**config.mk**
```make
export PLATFORM = sky130hd
export DESIGN_NAME = down_count_ctrl
export DESIGN_NICKNAME = d
export VERILOG_FILES = /design/src/rtl/down_count_ctrl_pkg.sv /design/src/rtl/dcnt_core.sv /design/src/rtl/down_count_ctrl.sv
export SDC_FILE = /design/constraint.sdc
export NUM_CORES = 1
export LEC_CHECK = 0
export ABC_AREA = 1
export CAP_MARGIN = 20
export CORE_MARGIN = 4
export CORE_UTILIZATION = 43
export DETAILED_ROUTE_END_ITERATION = 16
export HOLD_SLACK_MARGIN = 0.05
export PLACE_DENSITY = 0.69
export SLEW_MARGIN = 20
export SYNTH_ARGS = -nofsm -noshare
export SYNTH_HDL_FRONTEND = slang
export SYNTH_SLANG_ARGS = --single-unit
```
**constraint.sdc**
```tcl
create_clock -name clk -period 1.5 [get_ports clk]
set_clock_uncertainty 0.15 [all_clocks]
set_input_delay 0.3 -clock clk [delete_from_list [all_inputs] [get_ports clk]]
set_output_delay 0.3 -clock clk [all_outputs]
set_load 0.01 [all_outputs]
```
**src/rtl/down_count_ctrl_pkg.sv**
```systemverilog
// Shared definitions for the down-counter controller: FSM state encoding
// and the default counter width.
package down_count_ctrl_pkg;

   localparam int DEFAULT_WIDTH = 4;

   typedef enum logic [1:0] {
      IDLE = 2'd0,
      RUN  = 2'd1,
      DONE = 2'd2
   } state_t;

endpackage

```
**src/rtl/dcnt_core.sv**
```systemverilog
// Counter datapath: synchronous load with priority over a saturating
// decrement that never wraps below zero.
module dcnt_core
   import down_count_ctrl_pkg::*;
#(
   parameter int WIDTH = DEFAULT_WIDTH
)
(
   input  logic             clk,
   input  logic             rst,
   input  logic             load,
   input  logic [WIDTH-1:0] load_val,
   input  logic             en,
   output logic [WIDTH-1:0] count
);

   logic [WIDTH-1:0] r_count;

   always_ff @(posedge clk or negedge rst) begin
      if (!rst) begin
         r_count <= '0;
      end else if (load) begin
         r_count <= load_val;
      end else if (en && (r_count != '0)) begin
         r_count <= r_count - WIDTH'(1);
      end
   end

   assign count = r_count;

endmodule

```
**src/rtl/down_count_ctrl.sv**
```systemverilog
// Countdown controller: IDLE/RUN/DONE sequencing, reload value capture and
// busy/done generation around the dcnt_core datapath.
module down_count_ctrl
   import down_count_ctrl_pkg::*;
#(
   parameter int WIDTH = DEFAULT_WIDTH
)
(
   input  logic             clk,
   input  logic             rst,
   input  logic             start,
   input  logic [WIDTH-1:0] load_val,
   input  logic             pause,
   input  logic             abort,
   input  logic             auto_reload,
   output logic [WIDTH-1:0] count,
   output logic             busy,
   output logic             done
);

   state_t           r_state;
   state_t           w_nextState;
   logic [WIDTH-1:0] r_reloadReg;
   logic             r_busy;
   logic             r_done;
   logic             w_load;
   logic [WIDTH-1:0] w_loadVal;
   logic             w_en;
   logic             w_capture;
   logic [WIDTH-1:0] w_count;

   dcnt_core #(
      .WIDTH (WIDTH)
   ) u_core (
      .clk      (clk),
      .rst      (rst),
      .load     (w_load),
      .load_val (w_loadVal),
      .en       (w_en),
      .count    (w_count)
   );

   // Abort overrides everything by loading zero and returning to IDLE.
   always_comb begin
      w_nextState = r_state;
      w_load      = 1'b0;
      w_loadVal   = '0;
      w_en        = 1'b0;
      w_capture   = 1'b0;
      if (abort) begin
         w_nextState = IDLE;
         w_load      = 1'b1;
      end else begin
         unique case (r_state)
            IDLE: begin
               if (start) begin
                  w_capture   = 1'b1;
                  w_load      = 1'b1;
                  w_loadVal   = load_val;
                  w_nextState = (load_val != '0) ? RUN : DONE;
               end
            end
            RUN: begin
               if (!pause) begin
                  w_en = 1'b1;
                  if (w_count <= WIDTH'(1)) begin
                     w_nextState = DONE;
                  end
               end
            end
            DONE: begin
               // A zero reload value keeps re-entering DONE while auto_reload holds.
               if (auto_reload) begin
                  w_load      = 1'b1;
                  w_loadVal   = r_reloadReg;
                  w_nextState = (r_reloadReg != '0) ? RUN : DONE;
               end else begin
                  w_nextState = IDLE;
               end
            end
            default: begin
               w_nextState = IDLE;
               w_load      = 1'b1;
            end
         endcase
      end
   end

   always_ff @(posedge clk or negedge rst) begin
      if (!rst) begin
         r_state <= IDLE;
         r_busy  <= 1'b0;
         r_done  <= 1'b0;
      end else begin
         r_state <= w_nextState;
         r_busy  <= (w_nextState != IDLE);
         r_done  <= (w_nextState == DONE);
      end
   end

   always_ff @(posedge clk or negedge rst) begin
      if (!rst) begin
         r_reloadReg <= '0;
      end else if (w_capture) begin
         r_reloadReg <= load_val;
      end
   end

   assign count = w_count;
   assign busy  = r_busy;
   assign done  = r_done;

endmodule

```
==> impl_results.md <==
- Most frequent cell after synthesis: nand2_1
- VDD IR max: 0.688 mV
- CTS tree: yes
- Final Hold Viols: 0
- Yosys warns: 0
- CP startpoint: u_core.count[0]
- Synthesized cell area: 774 µm²
- Power per cell area: 1130 nW/µm²
- Crit path max fanout: 3
- Synth cell count leaders: nand2_1, inv_1, nand3_1
- Final ANT Viol Nets: 0
- Antenna violations before repair: 0
- Setup_tns: 0 ns
- Vias in the first global route: 786
- GPL Wtd Cong: 0.831
- Top-area cell type share of the netlist area: 0.388
- Cts hold-fix bufs: 0
- Clock root buffer: clkbuf_4
- R2r startpoint: u_core.count[0]
- Dpl ws: -0.214 ns
- Reg clk slew, reported paths: 0.07 ns
- Core Box Area: 1710 µm²
- Worst-margin pin slew: 0.259 ns
- RSZ-0062 raised after global routing: true
- Post-route design area: 1140 µm²
- Largest net degree at the start of global routing: 13
- Post-synth top flop: dfrtp_1
- Min cycle time layout: 1.46 ns
- Clk buf depth: 2
- Die ar.: 2540 µm²
- Net count, final: 166
- Async SR Flop Fraction: 1.00
- Clock H-tree levels: 1
- CP Capture Type: flip-flop
- I/O pins: 16
- Max-cap violations: 0
- Leading area contributor after synthesis: dfrtp_1
- Data required, critical path: 1.50 ns
- Die height: 50.4 µm
- FMAX: 683 MHz
- Placed Instances: 169
- Internal reg-to-reg setup slack: 0.04 ns
- Drc violations: 0
- Cell Area, Placed: 1040 µm²
- Worst R2R End: busy
- Tcrit/Tclk final: 0.976
- Cell count after synthesis: 118
- DR WL/cell: 11.0 µm
- # port buffers: 15
- Clock sink count: 12
- R2r worst-path depth: 10
- DP HPWL: 1470 µm
- Crit path launch type: flip-flop
- Initial Util: 0.453
- Share of cells above drive strength 1: 0.238
- Syn nets: 131
- Area occupied by multi-input gates: 463 µm²
- TritonRoute pass-1 iters: 4
- First-pass GRT wire length: 3350 µm
- N_diodes: 0
- Non-Filler Instances: 176
- Iter 0 DRT Violations: 22
- Hold crit path type: input pin to async pin
- Filler Cell Count: 138
- Total global-route track usage: 0.168
- Detailed Route WL: 1940 µm
- Slew headroom: 0.827
- Arrival time at the worst endpoint: 1.46 ns
- WS Path Type: flip-flop to flip-flop
- Layout area overhead: 46.8%
- Yosys reg bits: 12
- Slew Viols, Final: 0
- Netlist cell types: 13
- Via count: 838
- Synthesized area per cell: 6.56 µm²
- Sequential area share after synthesis: 0.388
- Worst setup margin: 0.0361 ns
- FF/Latch Area: 302 µm²
- Setup crit end: busy
- Post-synth EDFFs: 0
- Top cells by area, synth: dfrtp_1, nand2_1, nand3_1, inv_1, ha_1
- Worst-skew pair later-pin latency: 0.26 ns
- # rows: 15
- Status: finished, final reports clean
- Leakage: 0.650 nW
- Gr ovfl total: 0
- CTS Buf Count: 3
- Via/cell ratio: 4.76
- # setup viols final: 0
- Die X: 50.4 µm
## flip-flops by register name, summed over array words and instances (netlist names)
signal,count
busy,1
done,1
r_reloadReg,4
r_state,2
u_core.count,4
## worst max-delay path, stage by stage (launching register included)
cell and delay [ns]:
dfrtp_1 0.39, buf_6 0.14, inv_6 0.05, ha_4 0.12
nor2_2 0.04, nor2_2 0.12, nand2_1 0.06, nand2_1 0.06
nand3_1 0.07, nand2_1 0.09, nand2_1 0.05
## worst min path at each step
stage                      end  slack (ns)
3_3_place_gp    r_reloadReg[1]        0.36
2_1_floorplan             busy       -0.15
6_report       u_core.count[2]        0.19
4_1_cts                   busy        0.19
5_1_grt                   busy        0.18
3_5_place_dp    r_reloadReg[1]        0.37
## logic make-up (layout without fill, tap and decap cells)
kind of cell / count (synthesis) / count (layout) / synth area share
adder cells (fa/ha/maj): 3 / 3 / 0.0485
AND/OR/NAND/NOR: 82 / 82 / 0.448
XOR/XNOR: 1 / 1 / 0.0113
buffers and inverters: 15 / 48 / 0.0727
AO/OA/AOI/OAI: 5 / 5 / 0.0323
flip-flops: 12 / 12 / 0.388
## cell usage in the layout, fill, tap and decap left out, types with 2 or more instances in the layout
| cell | instances |
|---|---|
| buf_4 | 15 |
| clkbuf_4 | 3 |
| clkdlybuf4s50_1 | 9 |
| dfrtp_1 | 11 |
| dlygate4sd2_1 | 5 |
| inv_1 | 12 |
| inv_2 | 2 |
| nand2_1 | 53 |
| nand2_4 | 2 |
| nand3_1 | 12 |
| nand3_2 | 2 |
| nor2_1 | 6 |
| nor2_2 | 4 |
| o21ai_0 | 5 |
## power by group
part           total [mW]  internal (mW)  switching [mW]
Combinational       0.642          0.297           0.345
Clock               0.181         0.0924          0.0884
Sequential          0.460          0.395          0.0645
## per-stage QoR
| step | total power, mW | utilization | hold WS (ns) |
|---|---|---|---|
| 2_1_floorplan | 0.762 | - | -0.146 |
| 3_3_place_gp | 0.989 | 0.608 | 0.364 |
| 3_5_place_dp | 1.00 | 0.608 | 0.367 |
| 4_1_cts | 1.22 | 0.640 | 0.188 |
| 5_1_grt | 1.41 | 0.666 | 0.183 |
| 6_report | 1.28 | 0.666 | 0.192 |
## layout make-up
type	instances	share of cell area
multi-input combinational	91	0.407
sequential	12	0.265
timing repair buffer	30	0.227
inverter	15	0.0539
tap	25	0.0275
clock buffer	3	0.0198
## per-layer routing
layer,up-vias,track usage,routed length [µm]
met2,16,0.250,889
met3,2,0.0208,82
met1,390,0.245,956
met5,-,0,0
met4,0,0.0673,9
li1,430,-,-
## what timing repair did
item	4_1_cts	5_1_grt
pin swaps	2	6
resized for setup	12	12
setup buffers	3	1
endpoints found under the setup margin	9	12
No activity file was read; power rests on OpenSTA's default activity.
